<file path="config.mk">
export PLATFORM = sky130hd
export DESIGN_NAME = mem_access_unit_flat
export DESIGN_NICKNAME = d
export VERILOG_FILES = /design/src/rtl/dm_defs.sv /design/src/rtl/mem_access_unit_if.sv /design/src/rtl/dm_load_align.sv /design/src/rtl/mem_access_unit.sv /design/src/flat_wrapper.sv
export SDC_FILE = /design/constraint.sdc
export NUM_CORES = 1
export LEC_CHECK = 0
export CAP_MARGIN = 0
export CORE_ASPECT_RATIO = 1.2
export CORE_MARGIN = 2
export CORE_UTILIZATION = 43
export CTS_BUF_LIST = sky130_fd_sc_hd__clkbuf_16
export CTS_CLUSTER_DIAMETER = 40
export DETAILED_ROUTE_END_ITERATION = 8
export PLACE_DENSITY_LB_ADDON = 0.15
export SYNTH_ARGS = -nofsm -noshare
export SYNTH_HDL_FRONTEND = slang
export SYNTH_SLANG_ARGS = --single-unit
</file>
<file path="constraint.sdc">
create_clock -name clk -period 2.4 [get_ports clk]
set_clock_uncertainty 0.2 [all_clocks]
set_input_delay 0.48 -clock clk [delete_from_list [all_inputs] [get_ports clk]]
set_output_delay 0.48 -clock clk [all_outputs]
set_load 0.01 [all_outputs]
</file>
<file path="src/rtl/dm_defs.sv">
// Shared definitions for the data-memory access unit: FSM states, access
// modes, default timeout and the store lane helpers.
package dm_defs;

  typedef enum logic [1:0] {
    ST_IDLE = 2'd0,
    ST_BUSY = 2'd1,
    ST_DONE = 2'd2
  } dm_state_t;

  localparam logic [2:0] MODE_B  = 3'b000;
  localparam logic [2:0] MODE_H  = 3'b001;
  localparam logic [2:0] MODE_W  = 3'b010;
  localparam logic [2:0] MODE_BU = 3'b100;
  localparam logic [2:0] MODE_HU = 3'b101;

  localparam int DEF_TIMEOUT_CYC = 64;

  // Undefined modes (011/110/111) fall into the word rules everywhere.
  function automatic logic is_aligned(input logic [2:0] mode, input logic [1:0] a);
    case (mode)
      MODE_B, MODE_BU: is_aligned = 1'b1;
      MODE_H, MODE_HU: is_aligned = ~a[0];
      default:         is_aligned = (a == 2'b00);
    endcase
  endfunction

  function automatic logic [3:0] store_strb(input logic [2:0] mode, input logic [1:0] a);
    case (mode)
      MODE_B, MODE_BU: store_strb = 4'b0001 << a;
      MODE_H, MODE_HU: store_strb = 4'b0011 << {a[1], 1'b0};
      default:         store_strb = 4'b1111;
    endcase
  endfunction

  function automatic logic [31:0] store_data(input logic [2:0] mode, input logic [31:0] d);
    case (mode)
      MODE_B, MODE_BU: store_data = {4{d[7:0]}};
      MODE_H, MODE_HU: store_data = {2{d[15:0]}};
      default:         store_data = d;
    endcase
  endfunction

endpackage

</file>
<file path="src/rtl/mem_access_unit_if.sv">
// Word-wide request/acknowledge bus between the access unit and data memory.
interface mem_access_unit_if;
  logic        bus_req;
  logic        bus_we;
  logic [31:0] bus_addr;
  logic [31:0] bus_wdata;
  logic [3:0]  bus_wstrb;
  logic        bus_ack;
  logic [31:0] bus_rdata;

  modport master (
    output bus_req, bus_we, bus_addr, bus_wdata, bus_wstrb,
    input  bus_ack, bus_rdata
  );

  modport slave (
    input  bus_req, bus_we, bus_addr, bus_wdata, bus_wstrb,
    output bus_ack, bus_rdata
  );
endinterface

</file>
<file path="src/rtl/dm_load_align.sv">
// Picks the addressed byte/half out of a bus word and sign/zero extends it.
module dm_load_align
  import dm_defs::*;
(
  input  logic [31:0] rdata,
  input  logic [1:0]  addr_lo,
  input  logic [2:0]  mode,
  output logic [31:0] data
);

  logic [7:0]  lane [4];
  logic [7:0]  byte_sel;
  logic [15:0] half_sel;

  for (genvar gi = 0; gi < 4; gi++) begin : g_lane
    assign lane[gi] = rdata[8*gi +: 8];
  end

  always_comb begin
    byte_sel = lane[addr_lo];
    half_sel = addr_lo[1] ? rdata[31:16] : rdata[15:0];
    case (mode)
      MODE_B:  data = {{24{byte_sel[7]}}, byte_sel};
      MODE_BU: data = {24'h0, byte_sel};
      MODE_H:  data = {{16{half_sel[15]}}, half_sel};
      MODE_HU: data = {16'h0, half_sel};
      default: data = rdata;
    endcase
  end

endmodule

</file>
<file path="src/rtl/mem_access_unit.sv">
// Pipeline data-memory access unit: turns EX/MEM load/store requests into
// single bus transactions, stalling the pipeline until the access finishes.
module mem_access_unit
  import dm_defs::*;
#(
  parameter int TIMEOUT_CYC = DEF_TIMEOUT_CYC
) (
  input  logic              clk,
  input  logic              rst,
  input  logic              dmrd,
  input  logic              dmwe,
  input  logic [2:0]        dmu_mode,
  input  logic [31:0]       dm_addr,
  input  logic [31:0]       dm_data,
  mem_access_unit_if.master bus,
  output logic              stall,
  output logic [31:0]       rd_data,
  output logic              rd_valid,
  output logic              misalign,
  output logic              bus_err
);

  localparam logic [7:0] CNT_LAST = 8'(TIMEOUT_CYC - 1);

  dm_state_t   state_reg, state_next;
  logic [7:0]  cnt_reg;
  logic        bus_req_reg, bus_we_reg;
  logic [31:0] bus_addr_reg, bus_wdata_reg;
  logic [3:0]  bus_wstrb_reg;
  logic        is_load_reg;
  logic [2:0]  mode_reg;
  logic [1:0]  addr_lo_reg;
  logic [31:0] rd_data_reg;
  logic        rd_valid_reg, bus_err_reg;

  logic        req, aligned, accept, timeout;
  logic [31:0] load_data;

  dm_load_align u_load_align (
    .rdata   (bus.bus_rdata),
    .addr_lo (addr_lo_reg),
    .mode    (mode_reg),
    .data    (load_data)
  );

  assign req     = dmrd | dmwe;
  assign aligned = is_aligned(dmu_mode, dm_addr[1:0]);
  assign accept  = (state_reg == ST_IDLE) && req && aligned;
  assign timeout = (cnt_reg == CNT_LAST);

  always_comb begin
    state_next = state_reg;
    case (state_reg)
      ST_IDLE: if (accept) state_next = ST_BUSY;
      ST_BUSY: if (bus.bus_ack || timeout) state_next = ST_DONE;
      ST_DONE: state_next = ST_IDLE;
      default: state_next = ST_IDLE;
    endcase
  end

  // Stall asserts in the request cycle itself so the pipeline never slips past it.
  assign stall    = !rst && (accept || (state_reg == ST_BUSY));
  assign misalign = !rst && (state_reg == ST_IDLE) && req && !aligned;

  always_ff @(posedge clk) begin
    if (rst) begin
      state_reg     <= ST_IDLE;
      cnt_reg       <= '0;
      bus_req_reg   <= 1'b0;
      bus_we_reg    <= 1'b0;
      bus_addr_reg  <= '0;
      bus_wdata_reg <= '0;
      bus_wstrb_reg <= '0;
      is_load_reg   <= 1'b0;
      mode_reg      <= MODE_W;
      addr_lo_reg   <= '0;
      rd_data_reg   <= '0;
      rd_valid_reg  <= 1'b0;
      bus_err_reg   <= 1'b0;
    end else begin
      state_reg    <= state_next;
      rd_valid_reg <= 1'b0;
      bus_err_reg  <= 1'b0;
      case (state_reg)
        ST_IDLE: begin
          if (accept) begin
            // A simultaneous load+store request executes as the store.
            bus_req_reg   <= 1'b1;
            bus_we_reg    <= dmwe;
            bus_addr_reg  <= {dm_addr[31:2], 2'b00};
            bus_wdata_reg <= store_data(dmu_mode, dm_data);
            bus_wstrb_reg <= dmwe ? store_strb(dmu_mode, dm_addr[1:0]) : 4'b0000;
            is_load_reg   <= !dmwe;
            mode_reg      <= dmu_mode;
            addr_lo_reg   <= dm_addr[1:0];
            cnt_reg       <= '0;
          end
        end
        ST_BUSY: begin
          if (bus.bus_ack) begin
            bus_req_reg <= 1'b0;
            if (is_load_reg) begin
              rd_data_reg  <= load_data;
              rd_valid_reg <= 1'b1;
            end
          end else if (timeout) begin
            bus_req_reg <= 1'b0;
            bus_err_reg <= 1'b1;
            rd_data_reg <= '0;
          end else begin
            cnt_reg <= cnt_reg + 8'd1;
          end
        end
        default: ;
      endcase
    end
  end

  assign bus.bus_req   = bus_req_reg;
  assign bus.bus_we    = bus_we_reg;
  assign bus.bus_addr  = bus_addr_reg;
  assign bus.bus_wdata = bus_wdata_reg;
  assign bus.bus_wstrb = bus_wstrb_reg;
  assign rd_data       = rd_data_reg;
  assign rd_valid      = rd_valid_reg;
  assign bus_err       = bus_err_reg;

endmodule

</file>
<file path="src/flat_wrapper.sv">
// flat-port wrapper written by rule: the top's interface ports become plain ports
module mem_access_unit_flat import dm_defs::*;
#(
  parameter int TIMEOUT_CYC = DEF_TIMEOUT_CYC
)
  (clk, rst, dmrd, dmwe, dmu_mode, dm_addr, dm_data, stall, rd_data, rd_valid, misalign, bus_err, bus_bus_req, bus_bus_we, bus_bus_addr, bus_bus_wdata, bus_bus_wstrb, bus_bus_ack, bus_bus_rdata);
  mem_access_unit_if bus_i ();
  input  logic clk;
  input  logic rst;
  input  logic dmrd;
  input  logic dmwe;
  input  logic [2:0] dmu_mode;
  input  logic [31:0] dm_addr;
  input  logic [31:0] dm_data;
  output logic stall;
  output logic [31:0] rd_data;
  output logic rd_valid;
  output logic misalign;
  output logic bus_err;
  output wire logic [$bits(bus_i.bus_req)-1:0] bus_bus_req;
  output wire logic [$bits(bus_i.bus_we)-1:0] bus_bus_we;
  output wire logic [$bits(bus_i.bus_addr)-1:0] bus_bus_addr;
  output wire logic [$bits(bus_i.bus_wdata)-1:0] bus_bus_wdata;
  output wire logic [$bits(bus_i.bus_wstrb)-1:0] bus_bus_wstrb;
  input wire logic [$bits(bus_i.bus_ack)-1:0] bus_bus_ack;
  input wire logic [$bits(bus_i.bus_rdata)-1:0] bus_bus_rdata;
  assign bus_bus_req = bus_i.bus_req;
  assign bus_bus_we = bus_i.bus_we;
  assign bus_bus_addr = bus_i.bus_addr;
  assign bus_bus_wdata = bus_i.bus_wdata;
  assign bus_bus_wstrb = bus_i.bus_wstrb;
  assign bus_i.bus_ack = bus_bus_ack;
  assign bus_i.bus_rdata = bus_bus_rdata;
  mem_access_unit #(.TIMEOUT_CYC(TIMEOUT_CYC)) u_core (.clk(clk), .rst(rst), .dmrd(dmrd), .dmwe(dmwe), .dmu_mode(dmu_mode), .dm_addr(dm_addr), .dm_data(dm_data), .bus(bus_i), .stall(stall), .rd_data(rd_data), .rd_valid(rd_valid), .misalign(misalign), .bus_err(bus_err));
endmodule
</file>
==> key figures, run 1 <==
STA
  • Max Clk Rate: 425 MHz
  • Final Hold Viols: 0
  • Unrepaired setup endpoints after global routing: false
  • Pins Over Slew Limit: 0
  • Slew @ Worst Pin: 0.883 ns
  • Max-slew headroom: 41.1%
  • # setup viols final: 0
  • Final Cycle Share: 98.1%
  • Crit path time final: 2.35 ns
  • Setup TNS: 0 ns

Clock tree
  • CTS tree: yes
  • H-tree Lvls: 4
  • Cts bufs inserted: 17
  • Hold_buf cts: 0
  • Root Buffer: clkbuf_16
  • Clock sinks: 118
  • Clk_lat worst skew: 0.40 ns
  • Post-CTS Setup Bufs: 0
  • CTS Buffer Depth: 2
  • Clock transition at path regs: ~0.05 ns

Routing
  • Total number of vias: 5,221
  • Drt first-iter violations: 245
  • TritonRoute pass-1 iters: 5
  • # DRC: 0
  • Post-route ant nets: 0
  • Final WL: around 16,000 um
  • Avg Vias per Cell: 5.29
  • DR WL/cell: 16.0 um

Floorplan
  • Initial core utilization: 43.5%
  • Die height: 124 um
  • Num ports: 210
  • Die Width: 104 um
  • Die footprint: 13,000 um^2
  • Row cnt: 44
  • Core Region: 11,900 um^2

Critical path
  • CP required: about 1.7 ns
  • Worst setup SP type: input port
  • R2R Path End: u_core.rd_data[22]
  • R2r setup slk: 0.15 ns
  • R2R cell count: 4
  • Max FO, Critical Path: 2
  • FF-to-FF Start: u_core.addr_lo_reg[0]
  • Worst EP arrival: 1.67 ns
  • Critical path endpoint category: output pin
  • Crit Path Class: input port to output pin

Final layout
  • Fillers: between 1k and 1.5k
  • Nets@finish: 922
  • Final Instance Count excl. Fillers: slightly below 1k
  • Final core occ: about two thirds
  • ANT cells: 0
  • Layout cells sized above 1: 10.5%
  • Area Growth Syn to Fin: 54.8%
  • Multi-input logic area: roughly 2600 um^2
  • Register area: 2360 um^2
  • Final Cell Area: 8050 um^2

Power
  • Leakage: 0.00301 uW
  • Power per Cell Area: 637 nW/um^2
  • Power Total: 5130 uW
  • Max rail drop VDD: between 400 and 500 uV

Global route
  • Initial antenna violation count: 0
  • Largest net degree at the start of global routing: 66
  • First-pass GRT wire length: between 20,000 and 30,000 um
  • Number of global-route vias before repair: 5,279
  • GRT overflow: 0
  • Gr usage total: 24.4%

Worst hold path
  • Hold wc startpoint: u_core.bus.bus_addr[6]
  • WHS Endpoint: u_core.bus.bus_addr[6]
  • WHS Path Cells: 2
  • Hold WC Path Type: register to register

Logic synthesis
  • Count of different cell masters after synthesis: 55
  • Post-synth EDFFs: 0
  • Prevailing post-synth register cell: dfxtp_1
  • Post-synth top area cell: dfxtp_1
  • Asr flop ratio synth: 0%
  • Largest family of logic cells by synthesized area: compound AO/OA/AOI/OAI gates
  • Avg Inst Size Synth: 8.61 um^2
  • Post-Synth Adder-Cell Area: 0.241%
  • Post-synthesis compound-gate area fraction: 23.7%
  • Cell with the most instances after synthesis: nand2_1
  • Post-synthesis sequential area ratio: a little under half
  • Post-Synth Simple-Gate Area: a little under a fifth
  • Seq cells post-synth: between 100 and 150
  • Cell count after synthesis: 604
  • YS warnings: 0
  • Post-synthesis xor/xnor area fraction: 0%
  • Netlist Area Pre-Place: 5200 um^2
  • Post-synthesis mux area share: 6.45%
  • Dominant cells by area after synthesis: dfxtp_1 (45%), nand2_1 (10%), a21oi_1 (7.4%)
  • Synth top area share: 45.4%
  • Leading cell types by count after synthesis: nand2_1 (138), dfxtp_1 (118), a21oi_1 (77)

Placement
  • Placed Area: 7580 um^2
  • GP Congestion: roughly 0.9
  • HPWL Detailed: 11,700 um
  • Post-Place Cells: 959
  • Port Buffer Count: 207

Outcome
  • Status: finished clean

Flow run
  • Max-cap violations: 0
worst max path at each step:
stage | start | endpoint | depth (start not counted)
4_1_cts | dm_addr[0] | stall | 5
3_3_place_gp | dm_addr[0] | stall | 5
2_1_floorplan | rst | u_core.rd_data[17] | 7
5_1_grt | dm_addr[0] | misalign | 5
3_5_place_dp | dm_addr[0] | stall | 5
6_report | dmwe | misalign | 6
power breakdown:
group          leakage, uW  total [uW]  internal (uW)  switching, uW
Sequential        0.000962        2140           2070           71.1
Clock             0.000242        2050           1250            793
Combinational      0.00180         945            502            442
Total              0.00301        5130           3820           1310
critical path, cell delays in order:
cell             delay, ns
clkdlybuf4s50_1       0.41
or2_1                 0.25
buf_4                 0.14
nand3_1               0.07
a21oi_1               0.04
dlygate4sd2_1         0.28
layout make-up:
| class | count | area share, % |
|---|---|---|
| Multi-Input combinational cell | 431 | 32.2 |
| Timing Repair Buffer | 245 | 29.9 |
| Sequential cell | 118 | 29.3 |
| Clock buffer | 17 | 5.28 |
| Tap cell | 161 | 2.50 |
| Clock inverter | 11 | 0.590 |
| Inverter | 4 | 0.202 |
metrics by stage:
step | setup slack (ns) | hold slack (ns)
floorplan | 0.442 | 0.237
global placement | -0.322 | 0.239
detailed placement | -0.338 | 0.246
CTS | -0.00179 | 0.252
global route | 0.00265 | 0.271
finish | 0.0461 | 0.252
cells by family (layout without fill, tap and decap cells):
family | Yosys count | in the layout
buffers and inverters | 56 | 277
multiplexers | 32 | 32
other | 1 | 2
AO/OA/AOI/OAI | 182 | 182
AND/OR/NAND/NOR | 214 | 214
flip-flops | 118 | 118
adder cells (fa/ha/maj) | 1 | 1
layer usage:
layer / vias to the layer above / share of wire, % / track usage, %
li1: 2568 / - / -
met1: 2409 / 39 / 26.9
met2: 216 / 49 / 41.6
met3: 28 / 8.9 / 9.47
met4: 0 / 2.8 / 10.0
met5: - / 0 / 0
placed cells by master (no fill, tap or decap), types with 2 or more instances in the layout:
| cell type | count |
|---|---|
| o2bb2ai_1 | 6 |
| a211o_1 | 6 |
| clkbuf_16 | 17 |
| nand3_1 | 6 |
| nand2_1 | 138 |
| a21oi_1 | 77 |
| o21ai_0 | 32 |
| and3b_1 | 6 |
| a221o_1 | 16 |
| clkdlybuf4s50_1 | 204 |
| clkinv_1 | 5 |
| nand2b_1 | 18 |
| mux2_2 | 8 |
| inv_1 | 3 |
| a32oi_1 | 3 |
| buf_12 | 5 |
| buf_2 | 2 |
| a32o_1 | 9 |
| or3_1 | 6 |
| a311oi_1 | 8 |
| dfxtp_1 | 118 |
| nand4_1 | 2 |
| mux2i_1 | 23 |
| conb_1 | 2 |
| nor2_1 | 25 |
| o211ai_1 | 2 |
| clkinv_2 | 6 |
| a211oi_1 | 11 |
| buf_4 | 33 |
what timing repair did:
action / in CTS / in global routing
endpoints found under the setup margin: 2 / 2
resized for setup: 4 / 2
hold endpoints to repair: 0 / 0
pin swaps: 1 / 2
No activity file was read; power rests on OpenSTA's default activity.
==> inputs of run 2 (changes only) <==
- CORE_MARGIN: 2 -> 5
==> key figures, run 2 (synthesis results as in run 1) <==
Power
  • Leakage: between 0.003 and 0.004 uW
  • Power Total: 5300 uW
  • Max rail drop VDD: 409 uV
  • Power per Cell Area: 652 nW/um^2

Floorplan
  • Die height: 130 um
  • Die footprint: around 14,000 um^2
  • Row cnt: 44
  • Core Region: 12,000 um^2
  • Num ports: between 200 and 250
  • Die Width: 110 um
  • Initial core utilization: 43.3%

Routing
  • Avg Vias per Cell: between 5 and 6
  • TritonRoute pass-1 iters: 5
  • Post-route ant nets: 0
  • Total number of vias: ~5.3k
  • # DRC: 0
  • Drt first-iter violations: 173
  • DR WL/cell: ~17 um
  • Final WL: 16,500 um

Final layout
  • Final Cell Area: 8130 um^2
  • Area Growth Syn to Fin: 56.3%
  • ANT cells: 0
  • Final Instance Count excl. Fillers: a little under 1k
  • Commonest non-fill, non-tap cell in the layout: clkdlybuf4s50_1
  • Layout cells sized above 1: between 10% and 20%
  • Nets@finish: 922
  • Final core occ: 67.7%
  • Most frequent cells in the layout: clkdlybuf4s50_1 (200), nand2_1 (138), dfxtp_1 (118), a21oi_1 (76)

Clock tree
  • H-tree Lvls: 4
  • CTS tree: yes
  • Cts bufs inserted: 17
  • Clock transition at path regs: around 0.050 ns
  • Clk_lat worst skew: 0.40 ns
  • Clock sinks: 118
  • CTS Buffer Depth: 2
  • Root Buffer: clkbuf_16

Global route
  • Initial antenna violation count: 0
  • Largest net degree at the start of global routing: 66
  • Number of global-route vias before repair: between 5k and 6k
  • First-pass GRT wire length: 26,800 um
  • Gr usage total: 22.7%
  • GRT overflow: 0

STA
  • Worst Setup Slack, final: between 0.1 and 0.15 ns
  • Unrepaired setup endpoints after global routing: false
  • Pins Over Slew Limit: 0
  • Crit path time final: about 2.3 ns
  • # setup viols final: 0
  • Max Clk Rate: 440 MHz
  • Final Hold Viols: 0
  • Slew @ Worst Pin: about 0.74 ns
  • Max-slew headroom: 50.4%
  • Final Cycle Share: 94.7%

Critical path
  • Crit Path Class: input port to output pin
  • Critical path endpoint category: output pin
  • CP required: 1.72 ns
  • R2r setup slk: 0.23 ns
  • Cell Chain, Critical Path: clkdlybuf4s50_1 > or2_4 > nand4_1 > a21oi_2 > buf_2
  • Critical path's top delay family: buffers and inverters
  • CP bufs+invs: 2
  • CP max stage delay: 0.46 ns
  • Max FO, Critical Path: 4
  • Worst EP arrival: 1.59 ns
  • CP max stage cell: clkdlybuf4s50_1
  • Worst setup SP type: input port

Flow run
  • Max-cap violations: 0

Worst hold path
  • Hold WC Path Type: input port to register

Placement
  • Port Buffer Count: a little over 200
  • HPWL Detailed: about 12,000 um
  • Post-Place Cells: approximately 960
  • Placed Area: approximately 7600 um^2
  • Worst slack, placed: -0.450 ns
  • GP Congestion: 0.965

Outcome
  • Status: finished clean
## run 2: cell count changes in the layout (fill, tap and decap cells not counted), sizes merged
cell           previous run  this run
clkdlybuf4s50           204       200
dlymetal6s2s              0         4
clkinvlp                  0         3
bufinv                    0         1
clkdlybuf4s15             0         1
clkinv                   11        10
dlygate4sd2               1         0
inv                       4         3
## run 2: metal layers
| layer | global-route usage [%] | vias to the layer above | part of all wire, % |
|---|---|---|---|
| met3 | 8.38 | 29 | 7.5 |
| li1 | - | 2561 | - |
| met5 | 0 | - | 0 |
| met1 | 24.9 | 2488 | 40 |
| met4 | 9.57 | 0 | 2.8 |
| met2 | 40.0 | 187 | 50 |
## run 2: cell type report
cell class,instances,area [um^2]
sequential,118,2360
clock buffer,17,425
inverter,4,16.3
tap,161,201
fill,1021,3870
multi-input combinational,431,2600
timing repair buffer,245,2430
clock inverter,13,92.6
## run 2: report_power, final
group	internal (uW)	total, uW	switching [uW]
clock network	1380	2210	833
registers	2060	2130	68.0
logic	504	957	452
## run 2: repair_timing
action,4_1_cts,5_1_grt
setup buffers,0,2
setup endpoints to repair,2,20
pin swaps,0,4
gates resized for setup,6,8
hold buffers,0,0
## run 2: worst register-to-register path, stage by stage, from the launching register on
cell	delay, ns
dfxtp_1	0.38
ha_1	0.24
nand2_1	0.14
nor4_2	0.40
a211oi_4	0.13
buf_12	0.19
a221o_1	0.37
## run 2: per-stage QoR
step                setup TNS [ns]  hold WS [ns]
global route                     0         0.214
floorplan                        0         0.237
detailed placement          -13.55         0.246
finish                           0         0.228
CTS                        -0.0700         0.207
global placement             -9.34         0.241
## run 2: final timing paths
path,startpoint,endpoint,depth (start not counted)
max,dmrd,stall,5
min,rst,u_core.state_reg[1],2
min reg2reg,u_core.bus.bus_addr[5],u_core.bus.bus_addr[5],2
max reg2reg,u_core.cnt_reg[0],u_core.rd_data[22],6
==> inputs of run 3 (changes only) <==
- SKIP_LAST_GASP: not set -> 1
==> key figures, run 3 (synthesis results as in run 1) <==
Critical path
  • R2R Path End: u_core.rd_data[22]
  • Worst setup SP type: input port
  • Crit Path Class: input port to output pin
  • Critical path endpoint category: output pin
  • Worst EP arrival: between 1.5 and 2 ns
  • R2r setup slk: roughly 0.22 ns
  • Max FO, Critical Path: 4
  • CP max stage cell: clkdlybuf4s50_1
  • CP required: ~1.7 ns
  • CP max stage delay: 0.52 ns
  • Cell Chain, Critical Path: clkdlybuf4s50_1 > o21ai_2 > buf_4 > a21oi_1 > clkdlybuf4s15_1
  • R2R cell count: 6
  • FF-to-FF Start: u_core.cnt_reg[0]
  • Worst setup path startpoint: dmu_mode[1]

Floorplan
  • Die footprint: roughly 14,000 um^2
  • Num ports: 210
  • Initial core utilization: 43.3%
  • Die height: 130 um
  • Row cnt: 44
  • Die Width: 110 um
  • Core Region: 12,000 um^2

Placement
  • HPWL Detailed: roughly 12,000 um
  • GP Congestion: approximately 0.97
  • Port Buffer Count: a little over 200
  • Placed Area: 7570 um^2

Final layout
  • Layout cells sized above 1: 11.4%
  • Nets@finish: 922
  • ANT cells: 0
  • Fillers: 1,022
  • Area Growth Syn to Fin: 56.3%
  • Final core occ: 67.7%
  • Most frequent cells in the layout: clkdlybuf4s50_1 (201), nand2_1 (138), dfxtp_1 (118), a21oi_1 (76)
  • Final Cell Area: between 8000 and 9000 um^2
  • Commonest non-fill, non-tap cell in the layout: clkdlybuf4s50_1

Routing
  • Avg Vias per Cell: 5.32
  • Drt first-iter violations: 172
  • Total number of vias: 5,257
  • Final WL: 16,600 um
  • DR WL/cell: 16.8 um
  • # DRC: 0
  • Post-route ant nets: 0
  • TritonRoute pass-1 iters: 4

Worst hold path
  • WHS Endpoint: u_core.state_reg[1]
  • WHS Path Cells: 2
  • Hold wc startpoint: rst
  • Hold WC Path Type: input port to register

STA
  • Final Hold Viols: 0
  • Final Cycle Share: 96.2%
  • Crit path time final: 2.31 ns
  • Unrepaired setup endpoints after global routing: true
  • Max-slew headroom: 50.7%
  • Pins Over Slew Limit: 0
  • Worst Hold Slack: 0.221 ns
  • Max Clk Rate: 433 MHz
  • Slew @ Worst Pin: 0.731 ns
  • # setup viols final: 0

Power
  • Max rail drop VDD: between 400 and 500 uV
  • Leakage: 0.00305 uW
  • Power per Cell Area: around 650 nW/um^2

Clock tree
  • CTS tree: yes
  • H-tree Lvls: 4
  • Clk_lat worst skew: 0.40 ns
  • Clock sinks: 118
  • Root Buffer: clkbuf_16
  • CTS Buffer Depth: 2
  • Clock transition at path regs: 0.05 ns
  • Cts bufs inserted: 17

Global route
  • GRT overflow: 0
  • Initial antenna violation count: 0
  • Largest net degree at the start of global routing: 66
  • Number of global-route vias before repair: 5,367
  • Gr usage total: around 23%
  • First-pass GRT wire length: 26,800 um

Flow run
  • Max-cap violations: 0

Outcome
  • Status: finished clean
==> run 3: changes by cell type in the layout (fill, tap and decap cells not counted), sizes merged <==
| cell | previous run | this run |
|---|---|---|
| clkdlybuf4s50 | 200 | 201 |
| dlymetal6s2s | 4 | 3 |
==> run 3: power breakdown <==
part | total [uW] | internal (uW) | switching [uW] | leakage, uW
combinational | 957 | 504 | 452 | 0.00183
clock | 2210 | 1380 | 833 | 0.000250
sequential | 2130 | 2060 | 68.3 | 0.000962
==> run 3: final cells by class <==
class	count	area [um^2]	share of cell area [%]
Multi-Input combinational cell	431	2600	32.0
Timing Repair Buffer	245	2430	29.9
Sequential cell	118	2360	29.1
Clock buffer	17	425	5.23
Tap cell	161	201	2.48
Clock inverter	13	92.6	1.14
Inverter	4	16.3	0.200
==> run 3: metal layers <==
metal	GRT usage (%)	wire length (um)	vias up
met2	40.0	8260	193
met3	8.38	1290	36
met4	9.57	491	0
met5	0	0	-
li1	-	-	2563
met1	24.9	6540	2465
==> run 3: worst max-delay path, delay by kind of cell <==
kind	cells	cell delay [ns]
compound gates	2	0.23
buf+inv	3	0.92
==> run 3: metrics by stage <==
step           cells  setup TNS, ns  total power, uW  setup slack [ns]
5_1_grt          989        -0.0133             5540           -0.0133
4_1_cts          987         -0.114             5340            -0.114
6_report         989              0             5300            0.0905
3_5_place_dp     957         -13.55             3120            -0.450
3_3_place_gp     957          -9.34             3100            -0.424
2_1_floorplan    605              0             2590             0.442
==> run 3: worst max-delay path by stage <==
stage                     cells after the start            endpoint
after floorplan                               7  u_core.rd_data[17]
after global placement                        5               stall
after detailed placement                      5               stall
after CTS                                     5               stall
after global routing                          5               stall
final                                         5            misalign
==> run 3: repair_timing <==
action	4_1_cts	5_1_grt
setup buffers	0	2
endpoints found under the setup margin	2	20
hold buffers	0	0
pin swaps	0	4
gates resized for setup	4	9
